**config.mk**
```make
export PLATFORM = sky130hd
export DESIGN_NAME = wb_register_file
export DESIGN_NICKNAME = d
export VERILOG_FILES = /design/src/rtl/wb_register_file.sv
export SDC_FILE = /design/constraint.sdc
export NUM_CORES = 2
export LEC_CHECK = 0
export CORE_MARGIN = 10
export CORE_UTILIZATION = 30
export CTS_BUF_LIST = sky130_fd_sc_hd__clkbuf_16
export CTS_CLUSTER_SIZE = 10
export DETAILED_ROUTE_END_ITERATION = 10
export HOLD_SLACK_MARGIN = 0.02
export PLACE_DENSITY = 0.42
export SLEW_MARGIN = 40
export SYNTH_ARGS = -nofsm -noshare
export SYNTH_HDL_FRONTEND = slang
export SYNTH_SLANG_ARGS = --single-unit
```
**constraint.sdc**
```tcl
create_clock -name clock_i -period 2.2 [get_ports clock_i]
set_input_delay 0.55 -clock clock_i [delete_from_list [all_inputs] [get_ports clock_i]]
set_output_delay 0.55 -clock clock_i [all_outputs]
set_load 0.01 [all_outputs]
```
**src/rtl/wb_register_file.sv**
```systemverilog
// Architectural register file with dual writeback lanes, pending scoreboard,
// same-cycle write bypass, four registered read ports and collision counter.
module wb_register_file #(
    parameter int NUM_REGS = 32,
    parameter int ADDR_W   = 5,
    parameter int DATA_W   = 16,
    parameter int CNT_W    = 8
) (
    input  logic              clock_i,
    input  logic              resetn_i,
    input  logic              wbEnableA_i,
    input  logic [ADDR_W-1:0] wbAddressA_i,
    input  logic [DATA_W-1:0] wbDataA_i,
    input  logic              wbEnableB_i,
    input  logic [ADDR_W-1:0] wbAddressB_i,
    input  logic [DATA_W-1:0] wbDataB_i,
    input  logic              issueEnableA_i,
    input  logic [ADDR_W-1:0] issueDestA_i,
    input  logic              issueEnableB_i,
    input  logic [ADDR_W-1:0] issueDestB_i,
    input  logic [ADDR_W-1:0] rdAddrA0_i,
    input  logic [ADDR_W-1:0] rdAddrA1_i,
    input  logic [ADDR_W-1:0] rdAddrB0_i,
    input  logic [ADDR_W-1:0] rdAddrB1_i,
    output logic [DATA_W-1:0] rdDataA0_o,
    output logic [DATA_W-1:0] rdDataA1_o,
    output logic [DATA_W-1:0] rdDataB0_o,
    output logic [DATA_W-1:0] rdDataB1_o,
    output logic              rdReadyA0_o,
    output logic              rdReadyA1_o,
    output logic              rdReadyB0_o,
    output logic              rdReadyB1_o,
    output logic              collision_o,
    output logic [CNT_W-1:0]  collisionCount_o
);

    logic [DATA_W-1:0]   regs [NUM_REGS];
    logic [NUM_REGS-1:0] pending;
    logic [NUM_REGS-1:0] pending_nxt;
    logic                wr_a;
    logic                wr_b;
    logic                coll_now;
    logic [ADDR_W-1:0]   rd_addr [4];
    logic [DATA_W-1:0]   rd_nxt  [4];
    logic                rdy_nxt [4];
    logic [DATA_W-1:0]   rd_q    [4];
    logic                rdy_q   [4];

    assign wr_a     = wbEnableA_i && (wbAddressA_i != '0);
    assign wr_b     = wbEnableB_i && (wbAddressB_i != '0);
    assign coll_now = wr_a && wr_b && (wbAddressA_i == wbAddressB_i);

    assign rd_addr[0] = rdAddrA0_i;
    assign rd_addr[1] = rdAddrA1_i;
    assign rd_addr[2] = rdAddrB0_i;
    assign rd_addr[3] = rdAddrB1_i;

    // Scoreboard: issue sets, writeback clears, issue wins; r0 never pending.
    always_comb begin
        pending_nxt = pending;
        for (int r = 1; r < NUM_REGS; r++) begin
            if ((wbEnableA_i && wbAddressA_i == ADDR_W'(r)) ||
                (wbEnableB_i && wbAddressB_i == ADDR_W'(r)))
                pending_nxt[r] = 1'b0;
            if ((issueEnableA_i && issueDestA_i == ADDR_W'(r)) ||
                (issueEnableB_i && issueDestB_i == ADDR_W'(r)))
                pending_nxt[r] = 1'b1;
        end
        pending_nxt[0] = 1'b0;
    end

    // Read data with write bypass (B younger than A) and next-cycle readiness.
    always_comb begin
        for (int p = 0; p < 4; p++) begin
            rd_nxt[p] = regs[rd_addr[p]];
            if (wr_a && wbAddressA_i == rd_addr[p])
                rd_nxt[p] = wbDataA_i;
            if (wr_b && wbAddressB_i == rd_addr[p])
                rd_nxt[p] = wbDataB_i;
            if (rd_addr[p] == '0)
                rd_nxt[p] = '0;
            rdy_nxt[p] = ~pending_nxt[rd_addr[p]];
        end
    end

    // Register storage; lane B is applied last so it wins a collision.
    always_ff @(posedge clock_i or negedge resetn_i) begin
        if (!resetn_i) begin
            for (int r = 0; r < NUM_REGS; r++)
                regs[r] <= '0;
        end else begin
            if (wr_a)
                regs[wbAddressA_i] <= wbDataA_i;
            if (wr_b)
                regs[wbAddressB_i] <= wbDataB_i;
        end
    end

    // Scoreboard state, read port registers and collision tracking.
    always_ff @(posedge clock_i or negedge resetn_i) begin
        if (!resetn_i) begin
            pending          <= '0;
            collision_o      <= 1'b0;
            collisionCount_o <= '0;
            for (int p = 0; p < 4; p++) begin
                rd_q[p]  <= '0;
                rdy_q[p] <= 1'b0;
            end
        end else begin
            pending     <= pending_nxt;
            collision_o <= coll_now;
            if (coll_now && collisionCount_o != '1)
                collisionCount_o <= collisionCount_o + 1'b1;
            for (int p = 0; p < 4; p++) begin
                rd_q[p]  <= rd_nxt[p];
                rdy_q[p] <= rdy_nxt[p];
            end
        end
    end

    assign rdDataA0_o  = rd_q[0];
    assign rdDataA1_o  = rd_q[1];
    assign rdDataB0_o  = rd_q[2];
    assign rdDataB1_o  = rd_q[3];
    assign rdReadyA0_o = rdy_q[0];
    assign rdReadyA1_o = rdy_q[1];
    assign rdReadyB0_o = rdy_q[2];
    assign rdReadyB1_o = rdy_q[3];

endmodule

```
==> run metrics <==
status complete, but fails checks; violated checks setup timing; register area share after synthesis 0.332; cts bufs inserted 84; final worst slack -0.0431 ns; Mapped Cells approximately 4300; Hold Path Stages 3; Initial Utilization 0.302; Worst setup startpoint rdAddrA1_i[0]; Async SR Flop Fraction 1.00; Via-to-Cell Ratio approximately 6; Synth Register Bits between 600 and 700; Power per Cell Area between 800 and 900 mW/mm²; Hold Fails Final Rpt 0; initial antenna violation count 8; Startpoint Class primary input; Yosys cell types 78; pre-CTS setup slack -1.06 ns; Design Area, Final 0.0611 mm²; RSZ-0062 raised after global routing true; Tot GR Track Use 0.293; clock skew between 0.04 and 0.05 ns; critical-path cell list buf_12, buf_12, buf_4, mux4_2, mux4_2, nor2b_1, a211oi_2, o31ai_1, buf_4; TritonCTS clock tree yes; Pins Over Slew Limit 0; Slowest-stage cell, CP mux4_2; CP Capture Type flop; worst hold path class primary input to flop; CTS clock-pin slew for the worst setup and hold paths ~0.060 ns; largest net degree at the start of global routing between 50 and 60; fin crit period around 2.2 ns; slew margin rel. 0.402; total gr overflow 0; DRC 0; Max-Cap Viols 0; WP data arrival 2.85 ns; Buffers & Inverters on Critical Path 4; synth top area cells dfrtp_1, mux4_2, mux2i_1; Final period util 1.02; floorplan core area ~0.15 mm²; family with the most delay on the worst path multiplexers; Horiz. Die Dim about 410 µm; Synth Area per Inst 11.0 µm²; worst-skew pair later-pin latency 0.73 ns; share of layout cells above drive strength 1 0.386; DP Area 0.0577 mm²; clock sink count slightly above 600; Die ar. ~0.17 mm²; H-Tree Depth 3; worst endpoint required time 2.81 ns; Static Leakage 27.6 nW; Buffers on Ports ~150; root buf cell clkbuf_16; Synthesized Nets 4329; RR Startpoint regs[401]; R2R depth 6; first-pass GRT wire length around 360 mm; row count 144; Area growth, synth to finish 31.0%; Post-synth EDFFs 0; Yosys top cell area share 0.332; Syn. warnings 0; CP peak stage delay between 0.5 and 0.6 ns; Max VDD drop ~600 µV; vias in the first global route ~41000; WL/cell 37.2 µm; DRT antenna net count 0; Pre-Repair DR Iteration Count 6; worst hold start wbDataB_i[14]; Post-DP HPWL 174 mm; GPL Wtd Cong between 0.9 and 1; # fillers between 10000 and 15000; clk buf depth 3; Yosys top cell by area dfrtp_1; Initial DRC Count 5815; Top FF cell, synth dfrtp_1; I/O pin cnt 155; DR vias between 40000 and 50000; cell count along the critical path 9; post-synthesis cell area between 0.04 and 0.05 mm²; Slew @ Worst Pin roughly 0.9 ns; worst-path fanout max 16; DRT Wirelength approximately 260 mm; Final nets between 4000 and 5000; endpoints failing setup 6; fmax ~450 MHz; Die Y around 410 µm; WS Path Type primary input to flop
[report_power, final]
part / leakage [nW] / switching [mW] / total [mW] / internal (mW)
Sequential: 7.48 / 3.54 / 18.0 / 14.4
Clock: 1.32 / 6.13 / 13.6 / 7.44
Combinational: 18.8 / 8.16 / 18.9 / 10.7
Total: 27.6 / 17.8 / 50.5 / 32.6
[layout by cell type (no fill, tap or decap), drive strengths merged, types with 10 or more instances in the layout]
cell,n
clkdlybuf4s50,38
a311oi,10
nand2,333
clkinv,37
o21ai,189
and3,17
nand2b,13
xnor2,27
mux2i,512
a31oi,21
o22ai,36
dlygate4sd2,87
nor3,16
clkbuf,86
nor2b,31
inv,49
buf,914
a211oi,53
nor2,543
o31ai,26
a21oi,466
o211ai,12
mux4,608
dfrtp,620
a31o,11
nand3,24
nor4,10
xor2,25
[per-layer routing]
metal	wire, µm	part of all wire	global-route usage
met5	146	0.00056	0.00194
met3	24400	0.094	0.0736
met1	106000	0.41	0.393
met4	18200	0.070	0.169
met2	111000	0.43	0.427
[registers in the layout, summed over array words and instances (netlist names)]
name	flops
regs	512
rdReadyB1_o	1
rdDataA0_o	16
rdReadyA1_o	1
rdDataB1_o	16
collision_o	1
pending	31
rdDataB0_o	16
rdReadyA0_o	1
rdReadyB0_o	1
collisionCount_o	8
rdDataA1_o	16
[stage by stage]
step	setup TNS (ns)	std cells	hold WS, ns	util	power, mW
floorplan	-6.01	4250	0.254	-	28.0
global placement	-372.26	6811	0.419	0.374	36.4
detailed placement	-373.31	6811	0.421	0.374	36.6
CTS	0	6973	0.230	0.394	50.2
global route	-0.241	6981	0.239	0.396	52.5
finish	-0.0663	6982	0.283	0.396	50.5
[area by class of cell]
type / instances / area (µm²) / share of cell area
Antenna cell: 1 / 2.50 / 0.0000409
Clock buffer: 84 / 2100 / 0.0344
Clock inverter: 62 / 483 / 0.00790
Inverter: 30 / 113 / 0.00184
Multi-Input combinational cell: 3093 / 30000 / 0.490
Sequential cell: 620 / 15600 / 0.254
Tap cell: 2044 / 2560 / 0.0418
Timing Repair Buffer: 1048 / 10400 / 0.170
[path summary, 6_finish.rpt]
path,endpoint,slack (ns)
max,rdDataA1_o[11],-0.04
min,rdDataB1_o[14],0.28
max reg2reg,rdDataA0_o[1],-0.01
min reg2reg,regs[500],0.44
max in group asynchronous,regs[346],0.97
min in group asynchronous,rdDataB1_o[4],0.35
[logic make-up after synthesis]
| logic type | synth area share |
|---|---|
| XOR/XNOR | 0.00976 |
| multiplexers | 0.405 |
| flip-flops | 0.332 |
| adder cells (fa/ha/maj) | 0.000268 |
| AO/OA/AOI/OAI | 0.104 |
| buffers and inverters | 0.0474 |
| AND/OR/NAND/NOR | 0.100 |
[worst reg2reg max path: stages, from the launching register on]
cell and delay [ns]:
dfrtp_1 0.39, buf_4 0.15, mux4_2 0.47, mux4_2 0.61, nor2b_4 0.18, a211oi_2 0.19
o31ai_1 0.12
[repair_timing]
action,CTS,global route
gates cloned,2,0
hold buffers,1,0
endpoints found under the setup margin,168,33
buffers inserted,15,15
hold endpoints to repair,13,0
resized for setup,215,66
pin swaps,24,21
[Yosys cell counts (all sizes together), types with 3 or more instances]
cell,number
dfrtp,620
mux4,608
nor2,543
mux2i,512
a21oi,466
clkbuf,341
nand2,333
o21ai,189
buf,166
a211oi,53
o22ai,36
nor2b,31
inv,30
xnor2,27
o31ai,26
xor2,25
nand3,24
a31oi,21
and3,17
nor3,16
nand2b,13
o211ai,12
a31o,11
a311oi,10
nor4,10
and2,9
mux2,9
or2,9
nand4,8
nand4b,7
and4b,6
a222oi,5
o221ai,5
or4bb,5
a21o,4
and4bb,4
nand4bb,4
o41ai,4
nand3b,3
Power figures use the tool's default switching activity.
